==> src/rtl/pipe_ctrl.sv <==
// pipe_ctrl: RV32I 5-stage control decode, M/W control pipeline and redirect squash.
// Optional perf counters are built when PIPE_CTRL_PERF_EN is defined.
module pipe_ctrl #(
    parameter int KILL_DEPTH = 2
) (
    input  logic        clk,
    input  logic        rest,
    input  logic [31:0] insx_op,
    input  logic        beq,
    output logic        pc_sel,
    output logic        a_sel,
    output logic        b_sel,
    output logic [2:0]  imm_sel,
    output logic [3:0]  alu_sel,
    output logic        mem_we,
    output logic [1:0]  wb_sel,
    output logic        RF_we,
    output logic        ill_op,
    output logic [31:0] retire_cnt,
    output logic [31:0] squash_cnt
);
    localparam int KW = $clog2(KILL_DEPTH + 1);

    logic [KW-1:0] kill_cnt;
    logic [6:0] opc, f7;
    logic [2:0] f3;
    logic [4:0] rd;
    logic is_r, is_i, is_lw, is_sw, is_br, is_jal, is_jalr, is_lui, is_auipc;
    logic legal, squashed, x_valid, bubble, alt;
    logic [3:0] alu_base;
    logic m_mem_we, m_rf_we, w_rf_we;
    logic [1:0] m_wb_sel;
    logic unused_bits;

    assign opc = insx_op[6:0];
    assign rd  = insx_op[11:7];
    assign f3  = insx_op[14:12];
    assign f7  = insx_op[31:25];
    assign unused_bits = ^insx_op[24:15];

    assign is_r     = opc == 7'b0110011;
    assign is_i     = opc == 7'b0010011;
    assign is_lw    = opc == 7'b0000011;
    assign is_sw    = opc == 7'b0100011;
    assign is_br    = opc == 7'b1100011;
    assign is_jal   = opc == 7'b1101111;
    assign is_jalr  = opc == 7'b1100111;
    assign is_lui   = opc == 7'b0110111;
    assign is_auipc = opc == 7'b0010111;

    assign legal = (is_r && (f7 == 7'h00 || (f7 == 7'h20 && (f3 == 3'd0 || f3 == 3'd5))))
                || (is_i && (f3 == 3'd1 ? f7 == 7'h00 : f3 == 3'd5 ? (f7 == 7'h00 || f7 == 7'h20) : 1'b1))
                || (is_br && f3[2:1] == 2'b00)
                || is_lw || is_sw || is_jal || is_jalr || is_lui || is_auipc;

    assign squashed = kill_cnt != '0;
    assign x_valid  = !squashed && legal;
    assign bubble   = insx_op == 32'h0;
    assign ill_op   = !squashed && !legal && !bubble;
    assign pc_sel   = x_valid && (is_jal || is_jalr || (is_br && (f3[0] ? !beq : beq)));
    assign a_sel    = is_jal || is_auipc || is_br;
    assign b_sel    = !is_r;
    assign imm_sel  = is_sw ? 3'd1 : is_br ? 3'd2 : is_jal ? 3'd3 : (is_lui || is_auipc) ? 3'd4 : 3'd0;

    always_comb begin
        case (f3)
            3'd0:    alu_base = 4'd0;
            3'd1:    alu_base = 4'd2;
            3'd2:    alu_base = 4'd3;
            3'd3:    alu_base = 4'd4;
            3'd4:    alu_base = 4'd5;
            3'd5:    alu_base = 4'd6;
            3'd6:    alu_base = 4'd8;
            default: alu_base = 4'd9;
        endcase
    end

    // SUB/SRA sit one code above ADD/SRL; OP-IMM only honours funct7[5] on right shifts
    assign alt     = f7[5] && (f3 == 3'd5 || (is_r && f3 == 3'd0));
    assign alu_sel = is_lui ? 4'd10 : (is_r || is_i) ? alu_base + {3'b000, alt} : 4'd0;

    always_ff @(posedge clk or posedge rest) begin
        if (rest) begin
            kill_cnt <= '0;
            m_mem_we <= 1'b0;
            m_wb_sel <= 2'b01;
            m_rf_we  <= 1'b0;
            w_rf_we  <= 1'b0;
        end else begin
            kill_cnt <= pc_sel ? KW'(KILL_DEPTH) : squashed ? kill_cnt - 1'b1 : kill_cnt;
            m_mem_we <= x_valid && is_sw;
            m_wb_sel <= is_lw ? 2'b00 : (is_jal || is_jalr) ? 2'b10 : 2'b01;
            m_rf_we  <= x_valid && !is_sw && !is_br && rd != 5'd0;
            w_rf_we  <= m_rf_we;
        end
    end

    assign mem_we = m_mem_we;
    assign wb_sel = m_wb_sel;
    assign RF_we  = w_rf_we;

`ifdef PIPE_CTRL_PERF_EN
    always_ff @(posedge clk or posedge rest) begin
        if (rest) begin
            retire_cnt <= '0;
            squash_cnt <= '0;
        end else begin
            retire_cnt <= retire_cnt + {31'd0, x_valid};
            squash_cnt <= squash_cnt + {31'd0, squashed && !bubble};
        end
    end
`else
    assign retire_cnt = '0;
    assign squash_cnt = '0;
`endif
endmodule

==> config.mk <==
export PLATFORM = sky130hd
export DESIGN_NAME = pipe_ctrl
export DESIGN_NICKNAME = d
export VERILOG_FILES = /design/src/rtl/pipe_ctrl.sv
export SDC_FILE = /design/constraint.sdc
export NUM_CORES = 1
export LEC_CHECK = 0
export ABC_AREA = 1
export BUFFER_PORTS_ARGS = -buffer_cell sky130_fd_sc_hd__buf_2
export CAP_MARGIN = 20
export CORE_ASPECT_RATIO = 0.9
export CORE_MARGIN = 4
export CORE_UTILIZATION = 38
export DETAILED_ROUTE_END_ITERATION = 12
export PLACE_DENSITY = 0.88
export SLEW_MARGIN = 0
export SYNTH_ARGS = -nofsm -noshare
export SYNTH_HDL_FRONTEND = slang
export SYNTH_SLANG_ARGS = --single-unit
export TNS_END_PERCENT = 30
==> constraint.sdc <==
create_clock -name clk -period 2 [get_ports clk]
set_input_delay 0.4 -clock clk [delete_from_list [all_inputs] [get_ports clk]]
set_output_delay 0.4 -clock clk [all_outputs]
set_load 0.02 [all_outputs]
==> Yosys cells after proc, flatten, opt, wreduce, memory -nomap -nowiden <==
Index checks and enable logic that the tools add are counted.
{ "word_totals": {"input_bits": 35, "word_cells": 84, "reg_bits": 7} }
{ "op_classes": {"n_eq_ne": 16, "addsub": 2, "n_mux": 14, "n_reduce_logical": 47} }
{ "op_table": {"columns": ["cell", "count"], "rows": [
  ["logical NOT 32 bit", 1],
  ["equality test 7 x 6 -> 1 bit (second input constant)", 4],
  ["one-hot mux 4 bit (7 select lines)", 1],
  ["equality test 7 bit (second input constant)", 3],
  ["logical OR 1 bit", 18],
  ["logical AND 1 bit", 15],
  ["equality test 7 x 5 -> 1 bit (second input constant)", 2],
  ["two-way mux 3 bit", 4],
  ["equality test 3 bit (second input constant)", 3],
  ["two-way mux 2 bit", 4],
  ["two-way mux 4 bit", 2],
  ["equality test 7 x 2 -> 1 bit (second input constant)", 1],
  ["logical NOT 1 bit", 7],
  ["logical NOT 7 bit", 1],
  ["equality test 3 x 2 -> 1 bit (second input constant)", 2],
  ["nonzero test 5 bit", 1],
  ["adder 4 x 1 -> 4 bit", 1],
  ["nonzero test 2 bit", 2],
  ["equality test 3 x 1 -> 1 bit (second input constant)", 1],
  ["logical NOT 3 bit", 1],
  ["two-way mux 1 bit", 3],
  ["logical NOT 2 bit", 1],
  ["subtractor 2 x 1 -> 2 bit (second input constant)", 1]
]} }

==> Logic depth before layout (Yosys ltp) <==
{ "logic_depth": {"depth_word": 17, "mapped_depth": 12} }

==> Least setup slack after synthesis <==
OpenSTA, ideal clock, no wires.
{ "synth_timing": {"path_kind": "in2out", "from": "input port insx_op[3]", "to": "output port alu_sel[2]", "setup_slack_ps": -173, "t_required_ps": 1600, "arrival_time_ps": 1773, "path_stages": 11, "path_cell_list": "inv_1 > nand2_1 > nor2_4 > nand2_2 > nor2_2 > inv_1 > a21oi_1 > ha_1 > ha_1 > xor2_1 > nor2_1"} }
{ "synth_via": {"elab_chain_cells": 7, "elab_cells_between_ends": 10, "classes_between": "add/sub: 1; eq/ne: 3; mux: 2; reduce/logical: 4"} }
{ "synth_rtl": {"columns": ["element", "line", "text"], "rows": [
  ["start, declared", "8", "input logic [31:0] insx_op,"],
  ["equality test 7 x 6 -> 1 bit", "41", "assign is_r = opc == 7'b0110011;"],
  ["logical AND 1 bit", "79", "assign alt = f7[5] && (f3 == 3'd5 || (is_r && f3 == 3'd0));"],
  ["logical OR 1 bit", "79", null],
  ["logical AND 1 bit", "79", null],
  ["adder 4 x 1 -> 4 bit", "80", "assign alu_sel = is_lui ? 4'd10 : (is_r || is_i) ? alu_base + {3'b000, alt} : 4'd0;"],
  ["two-way mux 4 bit", "80", null],
  ["two-way mux 4 bit *", "80", null],
  ["end, declared", "14", "output logic [3:0] alu_sel,"]
]} }
Every way passes the cells marked *; elsewhere a longest branch is shown, timed or not.

==> Worst setup path in the final report <==
{ "layout_timing": {"from": "input port insx_op[14]", "to": "output port alu_sel[2]"} }
{ "layout_via": {"elab_chain_cells": 7, "elab_cells_between_ends": 14, "classes_between": "add/sub: 1; eq/ne: 6; mux: 3; reduce/logical: 4"} }
{ "layout_rtl": {"columns": ["element", "line"], "rows": [
  ["parallel branches: the longest is 4 deep, another holds one-hot mux 4 bit (7 select lines)", null],
  ["adder 4 x 1 -> 4 bit *", "80"],
  ["two-way mux 4 bit * (2 in a row)", "80"]
]} }
Every way passes the cells marked *.

==> results.txt <==
----------------------------------------------------
[Clock tree]
  Number of CTS-inserted buffers ... 3
  Number of buffers between clock root and the deepest sink ... 2
  Clock slew at the register clock pins of the worst setup and hold paths ... 40 ps
  Number of hold buffers added after CTS ... 0
  Number of H-tree levels ... 1
  Worst-skew pair later-pin latency ... between 200 and 250 ps
  Clock tree sinks ... 7
  Clock tree from TritonCTS ... built
  Root buffer selected by CTS ... sky130_fd_sc_hd__clkbuf_8

[Worst setup path]
  Max Fanout on Critical Path ... 6
  Critical path endpoint category ... output port
  Arrival time of the worst setup path ... 1730 ps
  Element type at the critical path start ... primary input
  Reg2reg setup slack ... 830 ps
  Required time of the worst setup path ... around 1600 ps
  Critical path type ... in -> out

[Placement]
  Pre-CTS setup slack ... -206 ps
  Instance area after placement ... 1490 µm²
  Number of port buffers ... 49
  RePlAce Congestion ... 0.803
  HPWL reported at the end of detailed placement ... 2540 µm

[Final layout]
  Utilization after layout ... 53.5%
  # diodes ... 0
  Fill count ... 310
  Area growth from synthesis to final layout ... 33.2%
  Finished Cell Area ... around 1700 µm²
  Seq. cell area ... 176 µm²
  Area occupied by multi-input gates ... between 800 and 900 µm²
  Nets ... 315
  Fraction of layout instances using a drive strength above 1 ... 38.0%

[STA]
  Hold WS ... 90.7 ps
  Final setup fails ... 4
  Setup clock skew after layout ... approximately 0.16 ps
  Maximum clock frequency ... about 470 MHz
  RSZ-0062 raised after global routing ... yes
  Final count of pins violating max slew ... 0
  Final Hold Violating Endpoints ... 0
  Fin worst setup slack ... -128 ps
  Minimum clock period ... 2130 ps
  Share of the clock period used by the worst path after layout ... 106%

[Power and ir drop]
  Power per cell area ... 470 nW/µm²
  Leakage power ... between 1 and 1.5 nW
  Maximum VDD drop ... 275 µV
  Total power after layout ... 783 µW

[Floorplanning]
  Core footprint ... roughly 3100 µm²
  Row cnt ... 19
  Vert. Die Dim ... 62.4 µm
  Die Wd ... 68.5 µm
  Number of top-level pins ... 114
  Total Die Area ... 4270 µm²
  Initial Utilization ... 40.1%

[Synthesis]
  Gate count after technology mapping ... slightly below 200
  Area leader, netlist ... sky130_fd_sc_hd__buf_4
  Top cell type's share of synthesized area ... 39.0%
  Most used flip-flop cell after synthesis ... sky130_fd_sc_hd__dfrtp_1
  Proportion of synthesized flip-flops having asynchronous set or reset ... 100%
  Top post-synthesis cells by area ... sky130_fd_sc_hd__buf_4, sky130_fd_sc_hd__dfrtp_1, sky130_fd_sc_hd__nand2_1
  Commonest cells in the netlist ... sky130_fd_sc_hd__buf_4, sky130_fd_sc_hd__nand2_1, sky130_fd_sc_hd__nor2_1
  Sequential cell area fraction in the yosys report ... 14.1%
  Synthesized flop and latch total ... 7
  Number of distinct standard cells referenced by the synthesized netlist ... 23
  Mapped Avg Cell Area ... 6.28 µm²
  Most frequently used cell type in the post-synthesis netlist ... sky130_fd_sc_hd__buf_4
  Number of warning messages in the yosys log ... 0
  Post-synthesis cell area ... between 1000 and 1500 µm²
  Number of synthesized flops with an enable pin ... 0

[Worst hold path]
  Worst min path class ... in -> async

[GRT]
  Antenna violations before repair ... 0
  Total global-route track usage ... about 13%
  Pin count of the biggest net entering global routing ... 8
  Wire length of the first global-routing pass ... 4370 µm
  Via count of the first global-routing pass ... ~1100
  GRT Residual Overflow ... 0

[Detailed routing]
  Aggregate routed wire length ... between 3000 and 4000 µm
  Post-detailed-route DRC marker count ... 0
  Number of iterations in the first detailed-routing pass ... 4
  Via count ... 1279
  Initial DRC Count ... 53
  Detail-routed via count per cell ... 4.02
  Routed WL per cell ... between 9 and 10 µm
  Detail Route Antenna Nets ... 0

[Run status]
  Violated checks ... negative setup slack
  Status ... finished, violations left

[Flow run]
  MaxCap Viol Count ... 0

----------------------------------------------------
## per-stage QoR
step                      instances  setup TNS, ps
after floorplan                 262          -72.7
after global placement          313           -374
after detailed placement        313           -512
after CTS                       318           -463
after global routing            318           -860
final                           318           -358
## worst max-delay path, cell delays in order
cell and delay (ps):
sky130_fd_sc_hd__buf_2 140, sky130_fd_sc_hd__nor2_1 160, sky130_fd_sc_hd__nor2_1 80, sky130_fd_sc_hd__nor2_1 120, sky130_fd_sc_hd__a21oi_1 60, sky130_fd_sc_hd__ha_2 200
sky130_fd_sc_hd__ha_4 170, sky130_fd_sc_hd__xor2_2 170, sky130_fd_sc_hd__nor2_2 110, sky130_fd_sc_hd__buf_6 120
## layer usage
layer	up-vias	wire length (µm)	GRT usage [%]
li1	638	-	-
met1	554	1080	14.5
met2	83	1610	23.4
met3	4	411	1.44
met4	0	46	2.98
met5	-	0	0
## placed cells by master (no fill, tap or decap), drive strengths merged
cell type  synthesis  layout
nand2             40      40
xor2               1       1
nor3               6       6
conb               1      64
inv               24      24
ha                 3       3
nor4               2       2
nor2              27      27
o211ai             1       1
a21oi              5       5
dfrtp              6       6
dfstp              1       1
buf               65      75
or2                1       1
clkbuf             0       4
nand4              3       3
o21ai              2       2
nand3             10      10
o22ai              1       1
## worst paths after layout
path / from / endpoint / depth (start not counted)
hold reg to reg: m_rf_we / RF_we / 0
max in group asynchronous: rest / wb_sel[0] / 2
hold / removal: rest / mem_we / 2
min in group clk: m_rf_we / RF_we / 0
setup / recovery: insx_op[14] / alu_sel[2] / 10
setup reg to reg: kill_cnt[0] / kill_cnt[1] / 5
## where the power goes
| group | switching [mW] | internal [mW] |
|---|---|---|
| clock | 0.0532 | 0.137 |
| combinational | 0.270 | 0.140 |
| sequential | 0.0148 | 0.168 |
| total | 0.338 | 0.445 |
## registers in the layout, indices dropped and copies added, names as in the netlist
| name | count |
|---|---|
| kill_cnt | 2 |
| wb_sel | 2 |
| RF_we | 1 |
| m_rf_we | 1 |
| mem_we | 1 |
## what timing repair did
action,CTS,global route
gates resized for setup,17,17
pin swaps,6,5
endpoints found under the hold margin,0,0
endpoints found under the setup margin,4,7
setup buffers,1,0
## kinds of logic after synthesis
logic type	synth area share [%]
buffers and inverters	46.2
and+or+nand+nor	31.7
AOI/OAI and AO/OA	3.90
DFF	14.1
adders and majority gates	3.00
xor gates and xnor gates	0.701
other	0.300
## cell type report
cell class                      instances  area share [%]
Multi-Input combinational cell        166            48.5
Timing Repair Buffer                   75            29.4
Sequential cell                         7            10.6
Inverter                               24            5.71
Tap cell                               42            3.16
Clock buffer                            4            2.70
Power figures use the tool's default switching activity.
